--- src/rtl/mem_arbiter.sv ---
// mem_arbiter
//
// Two-port arbiter in front of a single-ported, combinationally-read data
// memory. Port 0 is the core, port 1 the auxiliary master. At most one
// transaction is issued per clock; the memory is driven combinationally from
// the granted port during the issue cycle, and the completion (ack/rd/err)
// is presented for exactly one cycle in the following cycle.
//
// Arbitration: a port whose own ack is high is not eligible (its request is
// the one completing). A single eligible port wins. When both are eligible a
// round-robin pointer picks the port that was not granted last. A port that
// holds lock keeps ownership for up to MAX_LOCK consecutive grants; while it
// owns the memory the other port is held off, including in the owner's ack
// cycles, so the owner's grants are not interleaved.
//
// Ports:
//   clk, rst_n           clock, asynchronous active-low reset
//   req0/1, we0/1        request and write enable per port
//   a0/1, wd0/1          byte address and write data per port
//   lock0/1              burst ownership request per port
//   ack0/1, err0/1, rd0/1  one-cycle completion, error flag, read data
//   mem_we, mem_a, mem_wd  memory write enable, byte address, write data
//   mem_rd               memory combinational read data
//
// ack_state FSM:
//   state | meaning
//   NONE  | no transaction completing this cycle
//   ACK0  | port 0 transaction issued last cycle completes now
//   ACK1  | port 1 transaction issued last cycle completes now

module mem_arbiter #(
  parameter int DEPTH    = 64,
  parameter int MAX_LOCK = 16
) (
  input  logic        clk,
  input  logic        rst_n,
  input  logic        req0,
  input  logic        req1,
  input  logic        we0,
  input  logic        we1,
  input  logic [31:0] a0,
  input  logic [31:0] a1,
  input  logic [31:0] wd0,
  input  logic [31:0] wd1,
  input  logic        lock0,
  input  logic        lock1,
  output logic        ack0,
  output logic        ack1,
  output logic        err0,
  output logic        err1,
  output logic [31:0] rd0,
  output logic [31:0] rd1,
  output logic        mem_we,
  output logic [31:0] mem_a,
  output logic [31:0] mem_wd,
  input  logic [31:0] mem_rd
);

  localparam int CW = $clog2(MAX_LOCK + 1);

  typedef enum logic [1:0] {
    NONE = 2'd0,
    ACK0 = 2'd1,
    ACK1 = 2'd2
  } ack_state_t;

  ack_state_t    r_state;
  ack_state_t    w_state_nxt;
  logic          r_rr;
  logic          w_rr_nxt;
  logic [CW-1:0] r_lock_cnt;
  logic [CW-1:0] w_lock_cnt_nxt;
  logic [31:0]   r_rd_q;
  logic [31:0]   w_rd_nxt;
  logic          r_err_q;
  logic          w_err_nxt;

  logic          w_owner;
  logic          w_owner_lock;
  logic          w_owner_req;
  logic          w_cnt_max;
  logic          w_hold;
  logic          w_elig0;
  logic          w_elig1;
  logic          w_issue;
  logic          w_gnt;
  logic [31:0]   w_a;
  logic [31:0]   w_wd;
  logic          w_we;
  logic          w_lock_g;
  logic          w_addr_ok;

  // rr points at the port not granted last, so the last-granted port
  // (the lock owner) is simply its complement.
  assign w_owner      = ~r_rr;
  assign w_owner_lock = w_owner ? lock1 : lock0;
  assign w_owner_req  = w_owner ? req1  : req0;
  assign w_cnt_max    = (r_lock_cnt == CW'(MAX_LOCK));

  // Owner holds a live locked run: keep the other port off the memory,
  // also during the owner's own ack cycles.
  assign w_hold = w_owner_lock && w_owner_req &&
                  (r_lock_cnt != '0) && !w_cnt_max;

  // Gating with rst_n drops any issue while reset is asserted, which also
  // forces all mem_* outputs to zero.
  assign w_elig0 = rst_n && req0 && (r_state != ACK0) &&
                   !(w_hold && (w_owner == 1'b1));
  assign w_elig1 = rst_n && req1 && (r_state != ACK1) &&
                   !(w_hold && (w_owner == 1'b0));

  assign w_issue = w_elig0 || w_elig1;
  assign w_gnt   = (w_elig0 && w_elig1) ? r_rr : w_elig1;

  assign w_a      = w_gnt ? a1    : a0;
  assign w_wd     = w_gnt ? wd1   : wd0;
  assign w_we     = w_gnt ? we1   : we0;
  assign w_lock_g = w_gnt ? lock1 : lock0;

  assign w_addr_ok = (w_a[1:0] == 2'b00) &&
                     ({2'b00, w_a[31:2]} < 32'(DEPTH));

  assign mem_a  = w_issue ? w_a  : 32'h0;
  assign mem_wd = w_issue ? w_wd : 32'h0;
  assign mem_we = w_issue && w_we && w_addr_ok;

  always_ff @(posedge clk or negedge rst_n) begin
    if (!rst_n) begin
      r_state <= NONE;
    end else begin
      r_state <= w_state_nxt;
    end
  end

  always_comb begin
    w_state_nxt    = NONE;
    w_rr_nxt       = r_rr;
    w_lock_cnt_nxt = r_lock_cnt;
    w_rd_nxt       = 32'h0;
    w_err_nxt      = 1'b0;

    if (!w_owner_lock) begin
      w_lock_cnt_nxt = '0;
    end

    if (w_issue) begin
      w_state_nxt = w_gnt ? ACK1 : ACK0;
      w_rr_nxt    = ~w_gnt;
      w_rd_nxt    = (!w_we && w_addr_ok) ? mem_rd : 32'h0;
      w_err_nxt   = !w_addr_ok;

      // Count consecutive locked grants to the same port. A locked grant
      // that starts a new run (other port, first locked grant, or the
      // owner continuing after an exhausted run with no competitor)
      // counts as the first of that run.
      if (!w_lock_g) begin
        w_lock_cnt_nxt = '0;
      end else if ((w_gnt == w_owner) && (r_lock_cnt != '0) && !w_cnt_max) begin
        w_lock_cnt_nxt = r_lock_cnt + CW'(1);
      end else begin
        w_lock_cnt_nxt = CW'(1);
      end
    end
  end

  always_ff @(posedge clk or negedge rst_n) begin
    if (!rst_n) begin
      r_rr       <= 1'b0;
      r_lock_cnt <= '0;
      r_rd_q     <= 32'h0;
      r_err_q    <= 1'b0;
    end else begin
      r_rr       <= w_rr_nxt;
      r_lock_cnt <= w_lock_cnt_nxt;
      r_rd_q     <= w_rd_nxt;
      r_err_q    <= w_err_nxt;
    end
  end

  assign ack0 = (r_state == ACK0);
  assign ack1 = (r_state == ACK1);
  assign rd0  = ack0 ? r_rd_q : 32'h0;
  assign rd1  = ack1 ? r_rd_q : 32'h0;
  assign err0 = ack0 && r_err_q;
  assign err1 = ack1 && r_err_q;

endmodule
--- config.mk ---
export PLATFORM = sky130hd
export DESIGN_NAME = mem_arbiter
export DESIGN_NICKNAME = d
export VERILOG_FILES = /design/src/rtl/mem_arbiter.sv
export SDC_FILE = /design/constraint.sdc
export NUM_CORES = 1
export LEC_CHECK = 0
export BUFFER_PORTS_ARGS = -buffer_cell sky130_fd_sc_hd__clkbuf_2
export CAP_MARGIN = 15
export CORE_AREA = 5 5 114 116
export DETAILED_ROUTE_END_ITERATION = 10
export DIE_AREA = 0 0 119 121
export SKIP_LAST_GASP = 1
export SLEW_MARGIN = 15
export SYNTH_ARGS = -nofsm -noshare
export SYNTH_HDL_FRONTEND = slang
export SYNTH_SLANG_ARGS = --single-unit
--- constraint.sdc ---
create_clock -name clk -period 2.6 [get_ports clk]
set_input_delay 0.13 -clock clk [delete_from_list [all_inputs] [get_ports clk]]
set_output_delay 0.13 -clock clk [all_outputs]
set_load 0.02 [all_outputs]
==> reports/results.tsv, run 1 <==
stage	metric	value	unit
die	floorplan.core_area	0.0118	sq mm
critical_path	regToRegSetupSlack	90	ps
sta	slew-limit-headroom	65.4	%
placed_design	gp_congestion	0.877	
die	rows	40	
cts	worst_skew_pair.late_latency	270	ps
power	power-per-cell-area	388	mW/mm^2
power	power.ir.vdd_worst	235	uV
cts	clk_pin_slew_worst_paths	60	ps
drt	detail_route.wirelength	13700	microns
yosys	mappedNetlistArea	0.00291	sq mm
critical_path	path_max_fanout	5	
final_layout	area_growth	86.2	%
hold_path	timing.hold.worst_path_depth	2	
global_routing	groute.usage.overall	16.5	%
power	p_leak	0.00296	uW
critical_path	worst-setup-path-type	reg -> out	
cts	clockRootBuffer	sky130_fd_sc_hd__clkbuf_16	
die	io_pins	301	
placed_design	dpl.cell_count	782	
sta	fin_ws	-5.61	ps
placed_design	placed_area	0.00459	sq mm
global_routing	grt_start_max_net_pins	36	
die	start_util	24.6	%
drt	initialDrtViolationCount	128	
drt	drt-vias-per-instance	4.82	
die	die_h	121	microns
sta	unrepaired_setup_endpoints_after_global_routing	yes	
drt	antenna_left	0	
sta	final_period_utilization	100	%
yosys	postSynthAreaPerCell	8.25	sq um
final_layout	antenna_diodes	0	
critical_path	worstReg2RegEnd	r_lock_cnt[2]	
yosys	synthArstFlopShare	100	%
final_layout	design_area	0.00541	sq mm
sta	hold_violations	0	
yosys	synth-main-ff-cell	sky130_fd_sc_hd__dfrtp_1	
critical_path	critPathCaptureType	output pin	
cts	htree_levels	2	
drt	routed_wl_per_cell	16.9	microns
global_routing	grt_pass1_vias	3892	
yosys	synth_seq_area_share	34.5	%
hold_path	min-delay-start	mem_rd[22]	
cts	clock_tree_from_tritoncts	built	
yosys	syn-num-nets	522	
yosys	postSynthRegisterBits	40	
run_status	outcome	finished with violations	
yosys	postSynthCellCount	352	
die	die_width	119	microns
sta	clock.fmax	0.384	GHz
critical_path	worst_r2r_path_depth	10	
drt	detailed_route_drc_error_count	0	
final_layout	drive_above_1_share	53.7	%
critical_path	critical_path.reg2reg.startpoint	r_lock_cnt[0]	
placed_design	place.port_buffers	300	
hold_path	min-delay-path-class	in -> reg	
global_routing	grt_residual_overflow	0	
yosys	post_synth_num_cell_types	42	
global_routing	grt_antenna_before_repair	0	
final_layout	final_nets	830	
hold_path	min_delay_worst_endpoint	r_rd_q[22]	
sta	hold_slack	60.0	ps
yosys	synth_edf_count	0	
sta	fin_worst_skew	6.11	ps
yosys	synth-warning-count	0	
cts	cts_max_path_buffers	2	
critical_path	critical_path_arrival	2480	ps
final_layout	finish.utilization	45.8	%
placed_design	dpl_hpwl	10500	microns
global_routing	grt_pass1_wl	19200	microns
final_layout	number_of_cells_in_the_finished_layout_apart_from_fillers	808	
sta	final_period_minus_worst_setup_slack	2610	ps
sta	worst-slew-pin-transition	515	ps
critical_path	start_kind	register	
cts	clock_sink_count	40	
sta	setup_viol_count_final	2	
drt	routed-via-count	3891	
die	die_area	0.0144	sq mm
critical_path	cp_data_required_time	2470	ps
power	post-layout-total-power	2100	uW
drt	firstDrtPassIters	4	
cts	tritoncts.num_buffers	5	
run_status	failed_checks	setup timing	
sta	finalMaxSlewViolations	0	
run	maxCapViolCount	0	
==> final cells by class <==
| type | instances | area, sq um |
|---|---|---|
| fill | 1139 | 6400 |
| timing repair buffer | 329 | 2240 |
| multi-input combinational | 281 | 1820 |
| sequential | 40 | 1000 |
| tap | 147 | 184 |
| clock buffer | 5 | 125 |
| clock inverter | 3 | 18.8 |
| inverter | 3 | 18.8 |
==> repair_timing <==
action,CTS,global route
hold buffers,1,0
gates resized for setup,63,90
gates cloned,2,6
setup endpoints to repair,98,93
pin swaps,30,10
setup buffers,7,4
endpoints found under the hold margin,5,0
==> cell usage after synthesis (7+ instances only) <==
library cell / n / area share, %
sky130_fd_sc_hd__nor4_1: 13 / 2.8
sky130_fd_sc_hd__nor2_1: 7 / 0.90
sky130_fd_sc_hd__buf_2: 10 / 1.7
sky130_fd_sc_hd__a21oi_1: 27 / 4.7
sky130_fd_sc_hd__dfrtp_1: 40 / 34
sky130_fd_sc_hd__and2_1: 99 / 21
sky130_fd_sc_hd__a22o_1: 40 / 12
sky130_fd_sc_hd__nand2_1: 55 / 7.1
sky130_fd_sc_hd__clkbuf_1: 15 / 1.9
==> flip-flops by register name, summed over array words and instances (netlist names) <==
signal      flops
r_state         2
r_rr            1
r_err_q         1
r_lock_cnt      4
r_rd_q         32
==> power breakdown <==
part	leakage, uW	switching (uW)	internal [uW]
clock	0.0000736	225	353
sequential	0.000552	21.2	634
combinational	0.00233	446	418
total	0.00296	692	1400
==> cells by family (layout without fill, tap and decap cells) <==
logic type      after synthesis  in the layout  share of synthesized area, %
compound gates               81             81                          21.5
xor+xnor                      1              1                         0.302
fa+ha+maj                     2              2                         0.861
buf+inv                      32            340                          5.47
flops                        40             40                          34.5
mux                           1              1                         0.345
simple gates                195            196                          37.1
==> per-layer routing <==
layer | routed length [microns] | up-vias | GRT usage, %
met4 | 327 | 0 | 5.07
met1 | 5070 | 1803 | 17.3
met5 | 0 | - | 0
li1 | - | 1835 | -
met2 | 6940 | 229 | 30.6
met3 | 1340 | 24 | 5.87
==> metrics by stage <==
| stage | TNS (ps) | setup slack [ps] |
|---|---|---|
| final | -8.52 | -5.61 |
| after global routing | -3980 | -104 |
| after CTS | -2450 | -66.7 |
| after detailed placement | -2080 | -73.2 |
| after global placement | -917 | -37.2 |
| after floorplan | 0 | 69.1 |
==> critical path, cell delays in order (launching register included) <==
cell                        delay [ps]
sky130_fd_sc_hd__dfrtp_1           380
sky130_fd_sc_hd__inv_2              60
sky130_fd_sc_hd__ha_1              120
sky130_fd_sc_hd__or3b_4            410
sky130_fd_sc_hd__and4b_1           220
sky130_fd_sc_hd__nor3_4            130
sky130_fd_sc_hd__a21boi_4          260
sky130_fd_sc_hd__buf_12            160
sky130_fd_sc_hd__clkbuf_16         140
sky130_fd_sc_hd__a22o_1            160
sky130_fd_sc_hd__clkbuf_8          150
==> worst max-delay path by stage <==
| stage | startpoint | endpoint | slack [ps] |
|---|---|---|---|
| after detailed placement | r_lock_cnt[0] | r_rd_q[29] | -70 |
| after floorplan | r_lock_cnt[0] | mem_a[22] | 70 |
| final | r_lock_cnt[0] | mem_wd[10] | -6 |
| after global placement | r_lock_cnt[0] | mem_a[1] | -40 |
| after global routing | r_lock_cnt[0] | mem_a[24] | -100 |
| after CTS | r_lock_cnt[0] | mem_wd[19] | -70 |
==> cell usage in the layout, fill, tap and decap left out, types with 3 or more instances in the layout <==
master,n
sky130_fd_sc_hd__a21oi_1,24
sky130_fd_sc_hd__a21oi_2,3
sky130_fd_sc_hd__a22o_1,40
sky130_fd_sc_hd__and2_1,99
sky130_fd_sc_hd__buf_12,5
sky130_fd_sc_hd__buf_2,4
sky130_fd_sc_hd__buf_4,42
sky130_fd_sc_hd__buf_6,7
sky130_fd_sc_hd__clkbuf_16,9
sky130_fd_sc_hd__clkbuf_2,236
sky130_fd_sc_hd__clkbuf_8,26
sky130_fd_sc_hd__dfrtp_1,40
sky130_fd_sc_hd__nand2_1,55
sky130_fd_sc_hd__nand2b_1,3
sky130_fd_sc_hd__nand3_1,3
sky130_fd_sc_hd__nor2_1,6
sky130_fd_sc_hd__nor4_1,13
Power figures use the tool's default switching activity.
==> inputs of run 2 (changes only) <==
--- a/config.mk
+++ b/config.mk
@@ -5,11 +5,12 @@
 export SDC_FILE = /design/constraint.sdc
 export NUM_CORES = 1
 export LEC_CHECK = 0
-export BUFFER_PORTS_ARGS = -buffer_cell sky130_fd_sc_hd__clkbuf_2
 export CAP_MARGIN = 15
-export CORE_AREA = 5 5 114 116
+export CORE_AREA = 5 5 115 117
 export DETAILED_ROUTE_END_ITERATION = 10
-export DIE_AREA = 0 0 119 121
+export DIE_AREA = 0 0 120 122
+export DONT_BUFFER_PORTS = 1
+export PLACE_DENSITY = 0.42
 export SKIP_LAST_GASP = 1
 export SLEW_MARGIN = 15
 export SYNTH_ARGS = -nofsm -noshare
==> run 2 against run 1 <==
  * Worst setup slack got worse by 73 ps
  * The run still ends with setup timing left
  * Sequential power barely moved
  * Count of clock-buffer cells in the layout rose by 2
  * Power rose by 3.9%
  * Die area rose by 1.7%
  * Critical path type unchanged
  * Highest routed layer unchanged
  * Sequential cell count did not move
  * Clock power rose by 27%
  * First-iteration DRC count rose by 14%
  * Largest power group unchanged
  * Combinational power fell by 8.6%
==> reports/results.tsv, run 2 (synthesized netlist as in run 1, its figures left out) <==
stage	metric	value	unit
run_status	outcome	finished with violations	
run_status	failed_checks	setup timing	
power	power_frac_comb	36.2	%
drt	antenna_left	0	
final_layout	layout_top_registers	r_rd_q: 32 flops, r_lock_cnt: 4 flops, r_state: 2 flops	
sta	hold_violations	0	
power	power-per-cell-area	455	mW/mm^2
sta	slew-limit-headroom	65.8	%
drt	dr_wl_met3	1150	microns
critical_path	cp_cell_sequence	inv_1 > ha_2 > or3b_4 > buf_6 > a211oi_4 > nand2_2 > inv_4 > buf_6 > clkbuf_16 > nand2_1 > a21oi_1 > buf_4	
power	seqPwrFrac	30.1	%
die	die_area	0.0146	sq mm
global_routing	grt_pass1_wl	17300	microns
placed_design	placed_area	0.00332	sq mm
cts	clock_tree_from_tritoncts	built	
drt	detail_route.wirelength	13100	microns
run	maxCapViolCount	0	
final_layout	largest_register_ffs	32	
global_routing	groute.usage.overall	14.9	%
power	power.ir.vdd_worst	281	uV
drt	drt-vias-per-instance	5.16	
drt	routed-via-count	3012	
cts	clock_sink_count	40	
placed_design	gp_congestion	0.808	
cts	htree_levels	2	
final_layout	final_common_cell	sky130_fd_sc_hd__and2_1	
critical_path	cp_data_required_time	2470	ps
power	switching_power_as_a_share_of_total_power	30.4	%
drt	detailed_route_drc_error_count	0	
global_routing	grt_start_max_net_pins	41	
die	floorplan.core_area	0.0123	sq mm
sta	fin_ws	-78.4	ps
power	power.internal	1520	uW
sta	setup_total_negative_slack	-1690	ps
final_layout	final_nets	603	
drt	firstDrtPassIters	4	
placed_design	place.port_buffers	0	
final_layout	number_of_cells_in_the_finished_layout_apart_from_fillers	584	
final_layout	antenna_diodes	0	
sta	clock.fmax	0.373	GHz
sta	unrepaired_setup_endpoints_after_global_routing	yes	
cts	clockRootBuffer	sky130_fd_sc_hd__clkbuf_16	
final_layout	register_with_the_most_flip_flops	r_rd_q	
global_routing	grt_residual_overflow	0	
die	start_util	23.7	%
power	p_switching	662	uW
critical_path	critical_path_arrival	2550	ps
sta	finalMaxSlewViolations	0	
die	die_width	120	microns
power	p_leak	0.00220	uW
drt	m1WireLength	4980	microns
final_layout	final_cell_mix	sky130_fd_sc_hd__and2_1, sky130_fd_sc_hd__nand2_1, sky130_fd_sc_hd__dfrtp_1, sky130_fd_sc_hd__a22o_4, sky130_fd_sc_hd__buf_4	
die	die_h	122	microns
cts	worst_skew_pair.late_latency	280	ps
drt	initialDrtViolationCount	146	
final_layout	area_growth	64.8	%
final_layout	drive_above_1_share	33.9	%
critical_path	worst-setup-path-type	reg -> out	
die	rows	41	
global_routing	grt_antenna_before_repair	0	
global_routing	grt_pass1_vias	3015	
final_layout	design_area	0.00479	sq mm
hold_path	min-delay-path-class	in -> reg	
critical_path	critPathMaxStageDelay	410	ps
sta	hold_slack	90.2	ps
critical_path	start_kind	register	
power	post-layout-total-power	2180	uW
critical_path	regToRegSetupSlack	0	ps
power	pwr-share-clk	33.7	%
placed_design	dpl.cell_count	515	
placed_design	dpl_hpwl	8530	microns
sta	fin_worst_skew	4.89	ps
sta	final_period_utilization	103	%
critical_path	timing.critical_path.slowest_stage_cell	sky130_fd_sc_hd__or3b_4	
critical_path	path_max_fanout	8	
die	io_pins	301	
drt	routed_wl_per_cell	22.5	microns
sta	worst-slew-pin-transition	512	ps
sta	final_period_minus_worst_setup_slack	2680	ps
sta	setup_viol_count_final	56	
cts	tritoncts.num_buffers	5	
drt	dr_wl_met2	6820	microns
drt	maxUsedRoutingLayer	met4	
critical_path	path_common_cell	sky130_fd_sc_hd__buf_6	
critical_path	critPathCaptureType	output pin	
cts	clk_pin_slew_worst_paths	60	ps
cts	cts_max_path_buffers	2	
-- run 2: changes by cell type in the layout (fill, tap and decap cells not counted), sizes merged --
cell and delta:
clkbuf -256, dlygate4sd3 +32, clkinv -3, buf -1
bufinv +1
-- run 2: per-stage QoR --
| stage | util (%) | setup WS [ps] |
|---|---|---|
| after global routing | 39.1 | -193 |
| after global placement | 27.1 | 39.0 |
| after floorplan | - | 69.1 |
| after detailed placement | 27.1 | -19.6 |
| after CTS | 35.4 | -89.3 |
| final | 39.1 | -78.4 |
-- run 2: cell type report --
| class | count | area, sq um |
|---|---|---|
| multi-input combinational | 281 | 2210 |
| timing repair buffer | 102 | 1190 |
| sequential | 40 | 1000 |
| clock inverter | 1 | 30.0 |
| fill | 1203 | 7470 |
| tap | 150 | 188 |
| clock buffer | 7 | 153 |
| inverter | 3 | 13.8 |
-- run 2: routing by layer --
layer  GRT usage, %  up-vias
met4           4.51        0
li1               -     1379
met3           3.71       14
met2           26.2      195
met5              0        -
met1           18.0     1424
-- run 2: final timing paths --
path | startpoint | to | cells past startpoint
min | lock0 | r_lock_cnt[0] | 2
max reg2reg | r_lock_cnt[1] | r_lock_cnt[2] | 11
max in group asynchronous | rst_n | r_state[0] | 2
min reg2reg | r_lock_cnt[3] | r_lock_cnt[3] | 1
max | r_lock_cnt[1] | mem_a[29] | 12
min in group asynchronous | rst_n | r_rd_q[2] | 2
-- run 2: timing repair --
action | 4_1_cts | 5_1_grt
endpoints found under the hold margin | 72 | 0
hold buffers | 34 | 0
pin swaps | 4 | 33
gates resized for setup | 65 | 47
gates cloned | 4 | 11
buffers inserted | 7 | 5
endpoints found under the setup margin | 95 | 100
-- run 2: worst max-delay path, delay by kind of cell, from the launching register on --
family / cells / cell delay (ps)
compound gates: 2 / 400
fa+ha+maj: 1 / 140
buf+inv: 6 / 750
flops: 1 / 380
simple gates: 3 / 590
-- run 2: power groups by stage --
stage / Combinational (uW) / Clock [uW] / Sequential (uW)
after floorplan: 363 / 0 / 650
after detailed placement: 484 / 0 / 663
after global routing: 840 / 790 / 656
after CTS: 675 / 765 / 654
final: 790 / 734 / 655
after global placement: 482 / 0 / 663
==> inputs of run 3 (changes only) <==
==> constraint.sdc (replaced) <==
create_clock -name clk -period 2.6 [get_ports clk]
set_input_delay 0.26 -clock clk [delete_from_list [all_inputs] [get_ports clk]]
set_output_delay 0.26 -clock clk [all_outputs]
set_load 0.02 [all_outputs]
==> run 3 against run 2 <==
  * Count of clock-buffer cells in the layout decreased by 2
  * Cell count decreased by 4.8%
  * Maximum frequency decreased by 3.8%
  * Critical path depth decreased by 1
  * Sequential power decreased by 2%
  * Critical endpoint is now mem_wd[1]
  * Worst hold slack improved by 18 ps
  * First-iteration DRC count decreased by 8.2%
  * Highest routed layer unchanged
  * The run still ends with setup timing left
  * Clock power decreased by 19%
==> reports/results.tsv, run 3 (synthesized netlist as in run 1, its figures left out) <==
stage	metric	value	unit
critical_path	start_kind	register	
global_routing	groute.usage.overall	14.5	%
hold_path	min_delay_worst_endpoint	r_rd_q[24]	
die	rows	41	
cts	clockRootBuffer	sky130_fd_sc_hd__clkbuf_16	
critical_path	critical_path.reg2reg.startpoint	r_lock_cnt[0]	
die	die_width	120	microns
final_layout	antenna_diodes	0	
power	p_leak	0.00195	uW
hold_path	min-delay-path-class	in -> reg	
drt	drt-vias-per-instance	5.33	
cts	htree_levels	2	
global_routing	grt_antenna_before_repair	0	
global_routing	grt_residual_overflow	0	
critical_path	regToRegSetupSlack	70	ps
drt	firstDrtPassIters	4	
die	floorplan.core_area	0.0123	sq mm
critical_path	worstReg2RegEnd	r_rd_q[5]	
sta	slew-limit-headroom	62.5	%
die	start_util	23.7	%
die	io_pins	301	
drt	detailed_route_drc_error_count	0	
final_layout	finish.utilization	34.7	%
critical_path	worst-setup-path-type	reg -> out	
critical_path	cp_data_required_time	2340	ps
final_layout	final_common_cell	sky130_fd_sc_hd__and2_1	
cts	clk_pin_slew_worst_paths	60	ps
final_layout	layout_top_registers	r_rd_q: 32 flops, r_lock_cnt: 4 flops, r_state: 2 flops	
cts	clock_tree_from_tritoncts	built	
cts	cts_max_path_buffers	2	
final_layout	final_nets	575	
hold_path	timing.hold.worst_path_depth	1	
critical_path	critical_path_arrival	2520	ps
sta	fin_worst_skew	3.47	ps
final_layout	register_with_the_most_flip_flops	r_rd_q	
sta	setup_viol_count_final	65	
hold_path	min-delay-start	mem_rd[24]	
sta	final_period_utilization	107	%
sta	unrepaired_setup_endpoints_after_global_routing	yes	
final_layout	largest_register_ffs	32	
final_layout	drive_above_1_share	33.5	%
critical_path	critPathCaptureType	output pin	
run_status	failed_checks	setup timing	
final_layout	final_cell_mix	sky130_fd_sc_hd__and2_1, sky130_fd_sc_hd__nand2_1, sky130_fd_sc_hd__buf_4, sky130_fd_sc_hd__dfrtp_1, sky130_fd_sc_hd__a22o_4	
cts	clock_sink_count	40	
placed_design	dpl_hpwl	9390	microns
die	die_h	122	microns
drt	detail_route.wirelength	12900	microns
global_routing	grt_start_max_net_pins	41	
sta	fin_ws	-184	ps
drt	initialDrtViolationCount	134	
global_routing	grt_pass1_wl	16500	microns
placed_design	place.port_buffers	0	
power	power.ir.vdd_worst	212	uV
placed_design	placed_area	0.00344	sq mm
drt	routed_wl_per_cell	23.3	microns
die	die_area	0.0146	sq mm
drt	routed-via-count	2963	
sta	hold_violations	0	
drt	antenna_left	0	
placed_design	gp_congestion	0.812	
cts	tritoncts.num_buffers	5	
critical_path	path_max_fanout	10	
sta	finalMaxSlewViolations	0	
sta	final_period_minus_worst_setup_slack	2780	ps
sta	worst-slew-pin-transition	562	ps
power	power-per-cell-area	463	mW/mm^2
run_status	outcome	finished with violations	
final_layout	design_area	0.00425	sq mm
run	maxCapViolCount	0	
cts	worst_skew_pair.late_latency	280	ps
sta	setup_total_negative_slack	-9020	ps
global_routing	grt_pass1_vias	2901	
final_layout	area_growth	46.3	%
critical_path	worst_r2r_path_depth	10	
sta	clock.fmax	0.359	GHz
sta	hold_slack	108	ps
run 3: cell types whose count changed in the layout (fill, tap and decap cells not counted), moves of 4 or more:
cell / previous run / this run
sky130_fd_sc_hd__nand2_1: 50 / 54
sky130_fd_sc_hd__buf_6: 15 / 11
sky130_fd_sc_hd__dlygate4sd3_1: 33 / 1
sky130_fd_sc_hd__clkbuf_16: 14 / 10
sky130_fd_sc_hd__a22o_1: 3 / 10
sky130_fd_sc_hd__nand2_4: 4 / 0
sky130_fd_sc_hd__a22o_2: 0 / 4
sky130_fd_sc_hd__a22o_4: 37 / 26
sky130_fd_sc_hd__buf_4: 36 / 47
run 3: final cells by class:
class / instances / area (sq um)
Fill cell: 1296 / 8010
Multi-Input combinational cell: 281 / 2080
Sequential cell: 40 / 1000
Timing Repair Buffer: 74 / 815
Tap cell: 150 / 188
Clock buffer: 5 / 125
Clock inverter: 3 / 18.8
Inverter: 3 / 18.8
run 3: worst max-delay path: stages, from the launching register on:
cell                       delay [ps]
sky130_fd_sc_hd__dfrtp_1          390
sky130_fd_sc_hd__inv_2             60
sky130_fd_sc_hd__ha_1             130
sky130_fd_sc_hd__or3b_4           410
sky130_fd_sc_hd__buf_12           150
sky130_fd_sc_hd__a211oi_4         190
sky130_fd_sc_hd__buf_6            150
sky130_fd_sc_hd__buf_6            130
sky130_fd_sc_hd__a21boi_4          90
sky130_fd_sc_hd__buf_12           150
sky130_fd_sc_hd__a22o_1           240
sky130_fd_sc_hd__buf_4            160
run 3: layer usage:
layer,routed length [microns],share of wire (%),vias to the layer above,track usage [%]
met1,5030,39,1425,17.3
met2,6250,48,186,24.2
li1,-,-,1333,-
met4,269,2.1,0,3.65
met3,1390,11,19,5.94
met5,0,0,-,0
run 3: metrics by stage:
step / total power [uW] / setup WS [ps] / instances
after floorplan: 1020 / -60.9 / 352
after CTS: 1870 / -269 / 543
after global placement: 1190 / -73.8 / 527
final: 1970 / -184 / 556
after detailed placement: 1200 / -146 / 527
after global routing: 2060 / -265 / 556
run 3: worst max-delay path by stage:
stage | start | to | slack [ps] | cells past startpoint
finish | r_lock_cnt[0] | mem_wd[1] | -180 | 11
global route | r_lock_cnt[0] | mem_wd[1] | -270 | 11
CTS | r_lock_cnt[0] | mem_wd[29] | -270 | 10
detailed placement | r_lock_cnt[0] | r_rd_q[5] | -150 | 8
global placement | r_lock_cnt[0] | r_rd_q[6] | -70 | 8
floorplan | r_lock_cnt[0] | mem_a[22] | -60 | 10
run 3: power breakdown:
group          total (uW)  internal, uW  leakage (uW)  switching (uW)
clock network         596           353     0.0000736             243
registers             642           634      0.000552            8.03
logic                 728           321       0.00133             407
total                1970          1310       0.00195             657
run 3: what timing repair did:
action,in CTS,in global routing
setup endpoints to repair,98,100
resized for setup,20,64
setup buffers,5,7
pin swaps,5,13
hold endpoints to repair,40,0
cloned,1,7
hold buffers,2,0
